[src/rtl/fetch_unit.sv]
// Instruction fetch stage: owns the PC, issues req/done accesses to instruction
// memory and presents one registered instruction word (with valid) to decode.
module fetch_unit #(
    parameter logic [15:0] RESET_PC = 16'h0000,
    parameter logic [4:0]  HALT_OP  = 5'b00000
) (
    input  logic        clk,
    input  logic        rst,
    input  logic        stall,
    input  logic        redirect,
    input  logic [15:0] redirect_pc,
    output logic        imem_req,
    output logic [15:0] imem_addr,
    input  logic [15:0] imem_rdata,
    input  logic        imem_done,
    input  logic        imem_err,
    output logic [15:0] Instruction,
    output logic [15:0] PC_plus2,
    output logic        instr_valid,
    output logic        halted,
    output logic        err
);

    typedef enum logic [1:0] { FETCH, HALTING, HALTED, ERROR } state_t;

    state_t      state;
    logic [15:0] pc;
    logic [15:0] pending_pc;
    logic        drop;
    logic        in_flight;
    logic        out_free;
    logic        accept;
    logic        redirect_live;

    // A request must be held until done, so in_flight keeps it up even when
    // the output register is stalled; otherwise ask only when there is room.
    assign out_free      = !instr_valid || !stall;
    assign imem_req      = !rst && (state == FETCH) && (in_flight || out_free);
    assign imem_addr     = pc;
    assign accept        = imem_req && imem_done;
    assign redirect_live = redirect && (state == FETCH || state == HALTING);

    always_ff @(posedge clk) begin
        if (rst) begin
            state       <= FETCH;
            pc          <= RESET_PC;
            pending_pc  <= RESET_PC;
            drop        <= 1'b0;
            in_flight   <= 1'b0;
            Instruction <= 16'h0800;
            PC_plus2    <= 16'h0000;
            instr_valid <= 1'b0;
            halted      <= 1'b0;
            err         <= 1'b0;
        end else if (redirect_live) begin
            instr_valid <= 1'b0;
            state       <= FETCH;
            // An access that cannot finish this cycle must run to completion at
            // the old address; its data is thrown away and the target applied then.
            if (imem_req && !imem_done) begin
                pending_pc <= redirect_pc;
                drop       <= 1'b1;
                in_flight  <= 1'b1;
            end else begin
                pc         <= redirect_pc;
                drop       <= 1'b0;
                in_flight  <= 1'b0;
            end
        end else begin
            case (state)
                FETCH: begin
                    if (accept) begin
                        in_flight <= 1'b0;
                        if (drop) begin
                            pc   <= pending_pc;
                            drop <= 1'b0;
                            if (instr_valid && !stall)
                                instr_valid <= 1'b0;
                        end else if (imem_err) begin
                            state       <= ERROR;
                            err         <= 1'b1;
                            instr_valid <= 1'b0;
                        end else begin
                            Instruction <= imem_rdata;
                            PC_plus2    <= pc + 16'd2;
                            pc          <= pc + 16'd2;
                            instr_valid <= 1'b1;
                            if (imem_rdata[15:11] == HALT_OP)
                                state <= HALTING;
                        end
                    end else begin
                        if (imem_req)
                            in_flight <= 1'b1;
                        if (instr_valid && !stall)
                            instr_valid <= 1'b0;
                    end
                end
                HALTING: begin
                    if (instr_valid && !stall) begin
                        state       <= HALTED;
                        halted      <= 1'b1;
                        instr_valid <= 1'b0;
                    end
                end
                HALTED, ERROR: begin
                    instr_valid <= 1'b0;
                end
                default: begin
                    state <= FETCH;
                end
            endcase
        end
    end

endmodule
[config.mk]
export PLATFORM = sky130hd
export DESIGN_NAME = fetch_unit
export DESIGN_NICKNAME = d
export VERILOG_FILES = /design/src/rtl/fetch_unit.sv
export SDC_FILE = /design/constraint.sdc
export NUM_CORES = 1
export LEC_CHECK = 0
export ABC_CLOCK_PERIOD_IN_PS = 2000
export BUFFER_PORTS_ARGS = -buffer_cell sky130_fd_sc_hd__buf_2
export CAP_MARGIN = 0
export CORE_MARGIN = 3
export CORE_UTILIZATION = 47
export DETAILED_ROUTE_END_ITERATION = 7
export HOLD_SLACK_MARGIN = 0.03
export PLACE_DENSITY = 0.76
export REMOVE_ABC_BUFFERS = 1
export SYNTH_ARGS = -nofsm -noshare
export SYNTH_HDL_FRONTEND = slang
export SYNTH_SLANG_ARGS = --single-unit
export TNS_END_PERCENT = 1
[constraint.sdc]
create_clock -name clk -period 2 [get_ports clk]
set_clock_uncertainty 0.2 [all_clocks]
set_input_delay 0.1 -clock clk [delete_from_list [all_inputs] [get_ports clk]]
set_output_delay 0.1 -clock clk [all_outputs]
set_load 0.05 [all_outputs]
* Word level (Yosys, flattened, before mapping)
Cells that the tools add are included.
** Storage, ports and cells
- Logic and storage cells :: 77
- Output and inout port bits :: 52
- Memory bits (writable) :: 0
- Latch bits :: 0
- Bits in read-only memories :: 0
- Memories kept :: 0
- Flip-flop bits (word level) :: 71
- Input port bits :: 38
** Cells by class
- Multiply operators :: 0
- Divide/modulo/power cells :: 0
- Shifts and indexed selects :: 0
- Order comparisons :: 0
- Reduce and logical (&&, ||, !) cells :: 29
- Bitwise gates (word level) :: 3
- Muxes and demuxes :: 25
- Add/sub/neg operators :: 1
- Eq/ne operators :: 9
** Operator list (number)
- 2-to-1 mux 16 bit :: 6
- adder 16 x 2 -> 16 bit, second input constant :: 1
- AND reduction 5 bit :: 3
- 2-to-1 mux 1 bit :: 12
- 2-to-1 mux 2 bit :: 5
- logical AND 1 bit :: 6
- != test 2 bit, second input constant :: 3
- AND reduction 2 bit :: 3
- nonzero test 2 bit :: 3
- zero test 5 bit :: 1
- equality test 2 bit, second input constant :: 2
- zero test 1 bit :: 4
- case mux 2 bit (2 select lines) :: 1
- AND reduction 4 bit :: 1
- OR reduction 2 bit :: 2
- logical OR 1 bit :: 3
- != test 3 x 1 -> 1 bit, second input constant :: 1
- != test 3 x 2 -> 1 bit, second input constant :: 1
- inverter 1 bit :: 3
- case mux 1 bit (3 select lines) :: 1
- AND reduction 3 bit :: 1
- nonzero test 3 bit :: 1
- equality test 2 x 1 -> 1 bit, second input constant :: 1
- zero test 2 bit :: 1
- != test 2 x 1 -> 1 bit, second input constant :: 1

* Logic depth before layout (Yosys ltp)
- Depth in word-level cells :: 8
- Depth in mapped cells :: 8
- Depth with buffers taken out :: 6

* Least setup slack after synthesis
Ideal clock, no wire load.
- Path kind :: register to register
- Start point :: register instr_valid
- End point :: register pc[1] (netlist: imem_addr[1])
- Path slack :: -0.997 ns
- Period minus slack after synthesis :: 2.997 ns
- Stages on the path, launching flop included :: 7
- Required time :: 1.660 ns
- Path buffers :: 1
- Library setup time :: 0.140 ns
- Data arrival time :: 2.657 ns
- Cells stage by stage :: dfxtp_1 and3b_1 nor4_2 o211ai_1 buf_2 a211oi_1 nor3_1
** Between the ends
- Cells in the longest elaborated chain, start to end :: 7
- Elaborated cells on any way between the ends :: 9
- Those cells by class :: eq/ne (1); reduce/logical (8)
** RTL lines
- start: declaration :: RTL line 19 : output logic instr_valid,
- start signal: assignment :: RTL line 52 : instr_valid <= 1'b0;
- start signal: assignment :: RTL line 56 : instr_valid <= 1'b0;
- start signal: assignment :: RTL line 78 : instr_valid <= 1'b0;
- zero test 1 bit * :: RTL line 37 : assign out_free = !instr_valid || !stall;
- logical OR 1 bit * :: RTL line 37
- logical OR 1 bit * :: RTL line 38 : assign imem_req = !rst && (state == FETCH) && (in_flight || out_free);
- logical AND 1 bit * :: RTL line 38
- named net imem_req :: RTL line 12 : output logic imem_req,
- logical AND 1 bit, on equally long branches :: RTL line 60, 40
- != test 2 bit (no source line) / nonzero test 2 bit (equally long branches)
- AND reduction 4 bit (no source line) *
- end signal: assignment :: RTL line 65 : pc <= redirect_pc;
- end signal: assignment :: RTL line 75 : pc <= pending_pc;
- end signal: assignment :: RTL line 86 : pc <= pc + 16'd2;
- end: declaration :: RTL line 27 : logic [15:0] pc;
Mark *: on every way through the listed nets, which the timed path passes. The rest lies on a longest branch.
A chain may end at the register's enable or synchronous reset.

* Worst setup path in the final report
- Start point :: register state[0]
- End point :: register Instruction[11]
** Between the ends
- Cells in the longest elaborated chain, start to end :: 5
- Elaborated cells on any way between the ends :: 9
- Those cells by class :: eq/ne (1); bitwise (1); reduce/logical (7)
** RTL lines
- start: declaration :: RTL line 26 : state_t state;
- start signal: assignment :: RTL line 45 : state <= FETCH;
- start signal: assignment :: RTL line 57 : state <= FETCH;
- start signal: assignment :: RTL line 80 : state <= ERROR;
- equality test 2 x 1 -> 1 bit / zero test 2 bit (equally long branches) :: RTL line 41, 38, 70
- logical OR 1 bit / logical AND 1 bit (equally long branches) :: RTL line 41, 38
- logical AND 1 bit, on equally long branches :: RTL line 41, 38
- inverter 1 bit (no source line) / logical AND 1 bit (equally long branches)
- AND reduction 5 bit (no source line) *
- end signal: assignment :: RTL line 84 : Instruction <= imem_rdata;
- end: declaration :: RTL line 17 : output logic [15:0] Instruction,
Mark *: on every way between the ends. The rest lies on a longest branch, timed or not.

==> metrics.cfg <==
[logic_synthesis]
ys_types=53
synth_top_area_share=0.433
synthArstFlopShare=0
synth_ff_type=dfxtp_1
avgSynthCellArea_sq_um=8.02
netlist_area_sq_um=3280
synth_seq_cells=71
synth_area_leaders=dfxtp_1 (43%), nand2_1 (9.8%), a21oi_1 (7.0%), nor2_1 (5.0%), a211oi_2 (3.0%)
yosys.area.top_type=dfxtp_1
yosysMostFrequentCell=nand2_1
yosysWarnings=0
yosysSeqAreaShare=0.433
synth_edf_count=0
synth_common_cells=nand2_1 (86), dfxtp_1 (71), a21oi_1 (46)
netlist_instances=409

[cells_and_area]
nFillCells=516
fin_nets=598
area_growth_pct=42.5
stdcell_count=657
antenna_cells=0
drive_gt1_frac=0.307

[clocking]
root_buffer=clkbuf_8
tritoncts=done
numClockSinks=71
cts_buffers=9
cts.path.max_buffers=2
cts_max_level=3
cts_setup_buffers=0
path_clk_slew_ps=80
insertion_delay_ps=350

[routing]
drt_iter0_markers=189
vias_per_cell=5.35
drc_errors=0
drtAntennaViolNets=0
routedWlPerCell_um=15.1
totalWireLength_mm=9.92
vias=3518
drt-pass1-iter-count=5

[global_routing]
first_global_vias=3152
antenna_found_initial=0
gr-total-overflow=0
grt_max_degree=39
grt_pass1_wl_mm=15.3
grt_usage=0.247

[critical_path]
crit_required_ps=2030
reg2reg_from=state[0]$_SDFFE_PP0P_
end_kind=flop
path_buf_inv=1
cp.arrival_ps=2010
crit_top_cell=nand2_1
cp_top_family=simple AND/OR/NAND/NOR gates
crit_slowest_cell=or4b_4
crit_path_start_kind=flop
reg2reg_depth=6
r2r_end=Instruction[11]$_SDFFE_PP1P_
r2r_slack_ps=20
path_depth=6
cp_cell_sequence=or4b_4 > nor3_4 > nand2_1 > buf_4 > nand2_1 > nand3_1
worst-path-max-fanout=16
path_class=flop to flop
crit_path_max_incr_delay_ps=570

[placement]
portBuffers=89
globalplace.congestion=0.851
dp_cells=603
dp_hpwl_mm=6.51

[sta]
final_hold_viol_count=0
holdWs_ps=124
maxSlewViolCount=0
timing.slew.headroom=0.711
max_freq_mhz=506
min_period_ps=1980
finalCritPeriodShare=0.988
worst_slew_pin_slew_ps=434
rsz0062_at_grt=yes
finalSetupViolCount=0

[worst_hold_path]
hold_class=input pin to flop
min_path_cells=3
min_to=PC_plus2[6]$_SDFFE_PP0P_
min_from=rst

[power_and_ir_drop]
ir_drop_mv=0.583
p_int_mw=2.34
power.net_switching_mw=1.07
p_leak_nw=1.96
power.total_mw=3.41
sw_frac_of_total=0.314
seq_power_share=0.448
p_per_area_nw_per_um2=730
combPwrFrac=0.223
pwr-share-clk=0.329

[die]
fp-row-count=29
initial_utilization=0.500
io_pins=90
dieArea_sq_um=8020
die_x_um=89.6
core_sq_um=6570
die_h_um=89.6

[status]
status=complete, no violations

[job]
max-cap-violations=0

[worst max-delay path by stage]
| stage | start | endpoint | slack [ps] |
|---|---|---|---|
| floorplan | instr_valid$_SDFF_PP0_ | imem_addr[3]$_SDFFE_PP0P_ | -1120 |
| global placement | state[0]$_SDFFE_PP0P_ | PC_plus2[1]$_SDFFE_PP0P_ | 60 |
| detailed placement | state[0]$_SDFFE_PP0P_ | PC_plus2[8]$_SDFFE_PP0P_ | 3 |
| CTS | imem_addr[1]$_SDFFE_PP0P_ | imem_addr[15]$_SDFFE_PP0P_ | 3 |
| global route | stall | imem_addr[10]$_SDFFE_PP0P_ | -50 |
| finish | state[0]$_SDFFE_PP0P_ | Instruction[11]$_SDFFE_PP1P_ | 20 |
[power groups by stage]
stage	sequential [mW]	combinational, mW	clock, mW
4_1_cts	1.53	0.748	1.14
5_1_grt	1.54	0.821	1.20
3_5_place_dp	1.56	0.683	0
6_report	1.53	0.761	1.12
2_1_floorplan	1.73	0.226	0
3_3_place_gp	1.56	0.673	0
[registers in the layout, indices dropped and copies added (netlist names)]
| register | flops |
|---|---|
| err | 1 |
| drop | 1 |
| in_flight | 1 |
| instr_valid | 1 |
| halted | 1 |
| state | 2 |
| PC_plus2 | 16 |
| imem_addr | 16 |
| pending_pc | 16 |
| Instruction | 16 |
[through the flow]
stage	setup WS (ps)	utilization	cell area (sq um)	TNS [ps]
final	24.0	0.712	4680	0
after global routing	-49.4	0.712	4680	-449
after CTS	3.34	0.705	4630	0
after detailed placement	2.88	0.615	4040	0
after global placement	64.9	0.615	4040	0
after floorplan	-1120	-	3140	-45930
[tightest hold or removal path, stage by stage]
cell and delay (ps):
buf_2 160, buf_4 240, a21oi_2 120
[cell families (layout without fill, tap and decap cells)]
| kind of cell | after synthesis | after routing | synth area share |
|---|---|---|---|
| adders and majority gates | 1 | 1 | 0.00381 |
| muxes | 4 | 4 | 0.0126 |
| AOI/OAI and AO/OA | 99 | 99 | 0.201 |
| xor gates and xnor gates | 13 | 13 | 0.0347 |
| buffers and inverters | 34 | 189 | 0.0492 |
| and+or+nand+nor | 187 | 187 | 0.266 |
| DFF | 71 | 71 | 0.433 |
[layout make-up]
type | instances | area [sq um] | share of cell area
Multi-Input combinational cell | 304 | 1750 | 0.373
Sequential cell | 71 | 1420 | 0.304
Timing Repair Buffer | 169 | 1190 | 0.254
Clock buffer | 10 | 128 | 0.0273
Tap cell | 93 | 116 | 0.0249
Clock inverter | 6 | 61.3 | 0.0131
Inverter | 4 | 15.0 | 0.00321
[layout by cell type, fill, tap and decap left out, drive strengths merged, types with 2 or more instances in the layout]
cell,instances
nand3,7
nand3b,2
and3,4
dlygate4sd3,37
clkinv,5
inv,3
mux2i,3
dfxtp,71
a32o,2
o32ai,2
nand4,5
nor4,8
nand2,86
nand2b,4
a221oi,2
a31oi,5
o21ai,10
a211oi,16
xor2,7
nor3,17
a22o,2
o211ai,2
o21a,3
a21o,2
xnor2,6
a21oi,46
a311oi,2
nor2b,2
clkbuf,10
nor2,44
buf,132
[timing repair]
item	in CTS	in global routing
hold buffers	37	0
setup endpoints to repair	6	58
pin swaps	0	6
hold endpoints to repair	52	0
gates resized for setup	3	13
gates cloned	1	0
[routing by layer]
layer | vias up | global-route usage | share of wire
met3 | 13 | 0.0525 | 0.066
met4 | 0 | 0.0785 | 0.014
met5 | - | 0 | 0
li1 | 1728 | - | -
met2 | 140 | 0.406 | 0.49
met1 | 1637 | 0.322 | 0.43
(Power assumes the default switching activity.)
